===== src/rtl/seq_pkg.sv =====
// Shared types and constants for the program sequencer.
// Holds the FSM state enum, default widths and the branch target table
// that the assembler regenerates for each program image.
package seq_pkg;

    localparam int unsigned PC_W_DEF      = 10;
    localparam int unsigned LUT_IDX_W_DEF = 3;
    localparam int unsigned CNT_W_DEF     = 16;
    localparam int unsigned LUT_ENTRIES   = 1 << LUT_IDX_W_DEF;

    typedef enum logic [1:0] {
        IDLE    = 2'd0,
        RUN     = 2'd1,
        MEMWAIT = 2'd2,
        DONE    = 2'd3
    } seq_state_t;

    // Branch targets indexed by the instruction's LUT field.
    localparam logic [PC_W_DEF-1:0] BRANCH_LUT [LUT_ENTRIES] = '{
        10'd100, 10'd200, 10'd40,  10'd300,
        10'd500, 10'd7,   10'd640, 10'd1000
    };

endpackage


===== src/rtl/branch_lut.sv =====
// Combinational branch target ROM.
// Ports:
//   lutIdx - table index taken from the branch instruction
//   target - branch destination address
// Indices beyond the table (when LUT_IDX_W is widened) read as address 0.
module branch_lut
    import seq_pkg::*;
#(
    parameter int unsigned PC_W      = PC_W_DEF,
    parameter int unsigned LUT_IDX_W = LUT_IDX_W_DEF
) (
    input  logic [LUT_IDX_W-1:0] lutIdx,
    output logic [PC_W-1:0]      target
);

    // Mux out the matching table entry.
    always_comb begin
        target = '0;
        for (int i = 0; i < int'(LUT_ENTRIES); i++) begin
            if (int'(lutIdx) == i) begin
                target = PC_W'(BRANCH_LUT[i]);
            end
        end
    end

endmodule


===== src/rtl/prog_sequencer.sv =====
// Program sequencer: owns the PC, steps one instruction per cycle,
// resolves taken branches through branch_lut, stalls on data memory
// and runs the Start/Done handshake with the harness.
// Ports:
//   Clk, Reset             - clock, synchronous active-high reset
//   Start, StartAddr       - launch execution (honoured in IDLE/DONE)
//   Branch, Taken, LutIdx  - branch control from decoder / ALU
//   MemRead, MemWrite      - current instruction is a load / store
//   MemReady               - data memory completes the access this cycle
//   HaltInstr              - current instruction is halt
//   ProgCtr                - registered program counter
//   MemReq, WriteEn, Stall - combinational per-cycle control
//   Done                   - registered, program halted
//   InstrCount             - saturating retired-instruction count
module prog_sequencer
    import seq_pkg::*;
#(
    parameter int unsigned PC_W      = PC_W_DEF,
    parameter int unsigned LUT_IDX_W = LUT_IDX_W_DEF,
    parameter int unsigned CNT_W     = CNT_W_DEF
) (
    input  logic                 Clk,
    input  logic                 Reset,
    input  logic                 Start,
    input  logic [PC_W-1:0]      StartAddr,
    input  logic                 Branch,
    input  logic                 Taken,
    input  logic [LUT_IDX_W-1:0] LutIdx,
    input  logic                 MemRead,
    input  logic                 MemWrite,
    input  logic                 MemReady,
    input  logic                 HaltInstr,
    output logic [PC_W-1:0]      ProgCtr,
    output logic                 MemReq,
    output logic                 WriteEn,
    output logic                 Stall,
    output logic                 Done,
    output logic [CNT_W-1:0]     InstrCount
);

    seq_state_t      state;
    logic [PC_W-1:0] branchTarget;
    logic [PC_W-1:0] pcInc;
    logic            memInstr;

    branch_lut #(
        .PC_W      (PC_W),
        .LUT_IDX_W (LUT_IDX_W)
    ) uBranchLut (
        .lutIdx (LutIdx),
        .target (branchTarget)
    );

    assign memInstr = MemRead | MemWrite;
    assign pcInc    = ProgCtr + PC_W'(1);

    // Per-cycle control; halt beats memory, memory beats branch.
    always_comb begin
        MemReq  = 1'b0;
        WriteEn = 1'b0;
        Stall   = 1'b0;
        case (state)
            RUN: begin
                if (!HaltInstr) begin
                    if (memInstr) begin
                        MemReq  = 1'b1;
                        WriteEn = MemReady;
                        Stall   = ~MemReady;
                    end else begin
                        WriteEn = 1'b1;
                    end
                end
            end
            MEMWAIT: begin
                MemReq  = 1'b1;
                WriteEn = MemReady;
                Stall   = ~MemReady;
            end
            default: ;
        endcase
    end

    // State, PC, Done and retired-instruction counter.
    always_ff @(posedge Clk) begin
        if (Reset) begin
            state      <= IDLE;
            ProgCtr    <= '0;
            Done       <= 1'b0;
            InstrCount <= '0;
        end else begin
            if (WriteEn && (InstrCount != '1)) begin
                InstrCount <= InstrCount + CNT_W'(1);
            end
            case (state)
                IDLE, DONE: begin
                    if (Start) begin
                        state      <= RUN;
                        ProgCtr    <= StartAddr;
                        Done       <= 1'b0;
                        InstrCount <= '0;
                    end
                end
                RUN: begin
                    if (HaltInstr) begin
                        state <= DONE;
                        Done  <= 1'b1;
                    end else if (memInstr) begin
                        // Branch alongside a memory flag is ignored.
                        if (MemReady) begin
                            ProgCtr <= pcInc;
                        end else begin
                            state <= MEMWAIT;
                        end
                    end else if (Branch && Taken) begin
                        ProgCtr <= branchTarget;
                    end else begin
                        ProgCtr <= pcInc;
                    end
                end
                MEMWAIT: begin
                    if (MemReady) begin
                        state   <= RUN;
                        ProgCtr <= pcInc;
                    end
                end
                default: state <= IDLE;
            endcase
        end
    end

endmodule


===== config.mk =====
export PLATFORM = sky130hd
export DESIGN_NAME = prog_sequencer
export DESIGN_NICKNAME = d
export VERILOG_FILES = /design/src/rtl/seq_pkg.sv /design/src/rtl/branch_lut.sv /design/src/rtl/prog_sequencer.sv
export SDC_FILE = /design/constraint.sdc
export NUM_CORES = 1
export LEC_CHECK = 0
export CORE_MARGIN = 5
export CORE_UTILIZATION = 40
export CTS_CLUSTER_DIAMETER = 150
export DETAILED_ROUTE_END_ITERATION = 10
export PLACE_DENSITY_LB_ADDON = 0.2
export SYNTH_ARGS = -nofsm -noshare
export SYNTH_HDL_FRONTEND = slang
export SYNTH_SLANG_ARGS = --single-unit

===== constraint.sdc =====
create_clock -name Clk -period 1.9 [get_ports Clk]
set_input_delay 0.57 -clock Clk [delete_from_list [all_inputs] [get_ports Clk]]
set_output_delay 0.57 -clock Clk [all_outputs]
set_load 0.02 [all_outputs]

### Word-level counts from Yosys, hierarchy flattened

Index checks and enable logic that the tools add are counted.
Widths: inputs -> output; s select.

* register bits: 29
* input bits: 22
* output and inout bits: 30
* word-level logic and storage cells: 69

* add/sub/neg operators: 2
* equality and inequality tests: 17
* multiplexer cells: 35
* bitwise operators: 2
* reduce and logical (&&, ||, !) cells: 9

Operator list (number)
* $mux 10: 7
* $mux 16: 3
* $pmux 10 s3: 1
* $mux 9: 3
* $add 16x1->16 const B: 1
* $mux 8: 2
* $ne 16x16->1 const B: 1
* $eq 3x3->1 const B: 4
* $add 10x1->10 const B: 1
* $mux 2: 5
* $mux 1: 8
* $ne 2x2->1 const B: 4
* $pmux 1 s2: 4
* $mux 7: 1
* $eq 3x2->1 const B: 2
* $ne 3x3->1 const B: 2
* $pmux 2 s3: 1
* $eq 2x2->1 const B: 2
* $reduce_and 4->1: 1
* $eq 3x1->1 const B: 1
* $logic_not 3->1: 1
* $reduce_and 3->1: 1
* $eq 2x1->1 const B: 1
* $logic_and 1x1->1: 2
* other kinds (6): 6

### Longest topological paths before layout

* word-level depth: 13
* gate-level depth with buffers: 8
* gate-level depth less buffers: 8

### By module

Synthesis repeated with hierarchy kept, for this count alone.

* cells, all modules: 309
* area, all modules: 2301.0 um^2

By module, submodules not included
* prog_sequencer: times used 1, cells each 291, area an instance 2188.3 um^2, seq. area each 580.6 um^2
* branch_lut: times used 1, cells each 18, area an instance 112.6 um^2, seq. area each 0.0 um^2

### Worst setup path before layout

Ideal clock, no wire load.

* path kind: reg2out
* start point: register state[0]
* end point: output Stall
* data arrival time: 1.426 ns
* slack: -0.096 ns
* stages on the path, launching flop included: 5
* buffers on the path: 1
* cells stage by stage: dfxtp_1 -> inv_1 -> ha_1 -> clkbuf_1 -> nor3_1

* cells in the longest elaborated chain, start to end: 2

Ends and longest elaborated chain
* start: declaration: line prog_sequencer.sv:41 `seq_state_t state;`
* start signal: assignment: line prog_sequencer.sv:86 `state <= IDLE;`
* start signal: assignment: line prog_sequencer.sv:97 `state <= RUN;`
* start signal: assignment: line prog_sequencer.sv:105 `state <= DONE;`
* $eq 2x2->1 / $eq 2x1->1 (equally long branches): line prog_sequencer.sv:62 `case (state)`
* $pmux 1 s2 (*): line prog_sequencer.sv:62
* end: declaration: line prog_sequencer.sv:36 `output logic Stall,`

Every way passes the cells marked *; elsewhere a longest branch is shown, timed or not.

### Final worst setup path

* start point: register state[1]
* end point: output WriteEn

* cells in the longest elaborated chain, start to end: 2

Ends and longest elaborated chain
* $eq 2x2->1 / $eq 2x1->1 (equally long branches): line prog_sequencer.sv:62
* $pmux 1 s2 (*): line prog_sequencer.sv:62
* end: declaration: line prog_sequencer.sv:35 `output logic WriteEn,`

Marked as above.

==> flow_summary.yaml <==
logic_synthesis:
  synth_edf_count: 0
  synth_area_um2: 2090
  seq_area_frac_synth: 0.278
  yosys_warnings: 0
  synth_nets: 307
  synthArstFlopShare: 0
  ys_ff_latch: 29
  yosysUniqueCellTypes: 49
  synthFlopType: "dfxtp_1"
  postSynthCellCount: 281
  avgSynthCellArea_um2: 7.44
cts:
  clk_latency_ns: 0.29
  cts_buffers: 5
  clock_sinks: 29
  clockRootBuffer: "clkbuf_8"
  cts_tree: "done"
  holdBufCountCts: 0
  clkTransAtPathRegs_ns: 0.07
  htreeDepth: 2
  clock_path_buffers: 2
global_routing:
  gr-total-overflow: 0
  grt_pass1_wl_um: 10800
  grt_pass1_vias: 2342
  grt.total_usage: 0.207
  grt_antenna_before_repair: 0
  grt_max_degree: 12
floorplan:
  start_util: 0.410
  placementRows: 26
  io_pins: 52
  core_area_um2: 5110
  fp.dieH_um: 82.3
  dieArea_um2: 6780
  die_w_um: 82.3
place:
  dpl-instance-area_um2: 3070
  hpwl_um: 5000
  dp_cells: 445
  gp_congestion: 0.916
  portBuffers: 51
  dp_slack_ns: -0.940
worst_setup_path:
  arrival_ns: 1.44
  crit_type: "reg2out"
  cp_cell_sequence: "inv_2 -> ha_4 -> nand2b_4 -> a211o_4 -> clkinv_4 -> buf_6"
  crit_required_ns: 1.33
  cp_max_fo: 3
  crit_path_top_delay_cell: "dfxtp_4"
  crit_buf_inv: 3
  critPathCaptureType: "output port"
  critPathTopFamily: "flip-flops"
  crit_path_start_kind: "flop"
  max_stage_delay_ns: 0.36
detailed_routing:
  dr.first_iter.drc_count: 142
  routed_via_density: 5.54
  wl_um: 6860
  drt_drc_violations_left: 0
  ant_nets: 0
  num_vias: 2524
  drtPass1Iterations: 4
  wire_per_inst_um: 15.0
status:
  status: "finished with violations"
  violations: "negative setup slack"
timing:
  rsz0062_at_grt: "yes"
  worst_pin_slew_ns: 0.378
  fin_ws_ns: -0.113
  setup_viol: 3
  hold_viol: 0
  fmax_mhz: 497
  max-slew-margin-rel: 0.742
  fin_tns_setup_ns: -0.144
  whs_ns: 0.508
  period_share: 1.06
  clock-skew-final_ns: 0.00798
  fin_crit_ns: 2.01
  drv_slew: 0
finish:
  final_cell_count_no_fill: 456
  drive_gt1_frac: 0.298
  design_area_um2: 3370
  area_growth_pct: 60.9
  num_antenna_cells: 0
  fin_util: 0.659
  final_nets: 411
pwr:
  p_per_area_nw_per_um2: 797
  p_leak_nw: 1.47
  peakVddDrop_v: 0.000438
  p_total_mw: 2.68
hold_path:
  min_path_type: "reg2reg"
run:
  cap_violations: 0
[state kept, by name, summed over array words and instances (netlist names)]
| name | cells |
|---|---|
| Done | 1 |
| InstrCount | 16 |
| state | 2 |
| ProgCtr | 10 |
[synth_stat cells, types with 2 or more instances]
cell type / number / area, um2
a211oi_1: 7 / 52.6
o31ai_1: 4 / 30.0
nand2b_1: 4 / 25.0
xor2_1: 15 / 131
and3_1: 5 / 31.3
clkbuf_1: 11 / 41.3
and2_1: 2 / 12.5
a221oi_1: 2 / 17.5
a311oi_1: 2 / 17.5
nor2_1: 25 / 93.8
nor4_1: 4 / 25.0
a31o_2: 2 / 17.5
and4_1: 2 / 17.5
nor2b_1: 5 / 31.3
nand2_1: 28 / 105
nand3_1: 14 / 70.1
xnor2_1: 7 / 61.3
a31oi_1: 4 / 25.0
mux2i_1: 2 / 20.0
a21oi_1: 23 / 115
dfxtp_1: 29 / 581
or4_1: 4 / 30.0
o211ai_1: 2 / 15.0
o21ai_0: 16 / 80.1
or3_1: 6 / 37.5
ha_1: 4 / 50.1
inv_1: 7 / 26.3
or2_2: 2 / 12.5
nand4_1: 7 / 43.8
nor3_1: 17 / 85.1
[path summary, 6_finish.rpt]
| kind | from | to | slack (ns) | cells past startpoint |
|---|---|---|---|---|
| worst max-delay path | state[1] | WriteEn | -0.11 | 6 |
| worst min-delay path | InstrCount[1] | InstrCount[1] | 0.51 | 2 |
| worst max register to register | state[1] | InstrCount[10] | 0 | 8 |
| worst min register to register | InstrCount[1] | InstrCount[1] | 0.51 | 2 |
[repair_timing]
item | 4_1_cts | 5_1_grt
buffers inserted | 0 | 3
resized for setup | 60 | 32
setup endpoints to repair | 43 | 25
pin swaps | 4 | 7
[logic make-up after synthesis]
kind of cell / synth area share
buffers and inverters: 0.0425
muxes: 0.00957
xor gates and xnor gates: 0.0921
adders and majority gates: 0.0239
DFF: 0.278
and+or+nand+nor: 0.316
AOI/OAI and AO/OA: 0.238
[layout by cell type, fill, tap and decap left out, types with 5 or more instances in the layout]
master            n
buf_6             5
a211oi_1          7
a21oi_1          17
nand2_1          27
or3_1             6
xor2_1           15
clkbuf_8          6
a21oi_2           6
buf_4            56
dfxtp_1          26
xnor2_1           7
nor2_1           20
nand3_1          14
and3_1            5
dlygate4sd2_1    12
clkdlybuf4s50_1  27
dlymetal6s2s_1    5
inv_1             5
nand4_1           7
nor3_1           15
o21ai_0          16
[area by class of cell]
cell class	instances	area, um2
fill	460	1740
multi-input combinational	231	1580
timing repair buffer	110	955
sequential	29	589
tap	70	87.6
clock buffer	6	82.6
clock inverter	2	37.5
inverter	8	35.0
[metal layers]
metal,GRT usage,share of wire,up-vias
li1,-,-,1243
met1,0.244,0.41,1173
met2,0.364,0.50,94
met3,0.0390,0.062,14
met4,0.0864,0.024,0
met5,0,0,-
[tightest hold or removal path, delay by kind of cell, from the launching register on]
family | cells | cell delay (ns)
AOI/OAI and AO/OA | 1 | 0.06
DFF | 1 | 0.34
and+or+nand+nor | 1 | 0.06
[report_power, final]
group	leakage, nW	switching, mW	internal, mW	total [mW]
Clock	0.0574	0.268	0.426	0.695
Combinational	1.18	0.634	0.608	1.24
Sequential	0.238	0.0661	0.681	0.747
Total	1.47	0.969	1.71	2.68
Power figures use the tool's default switching activity.
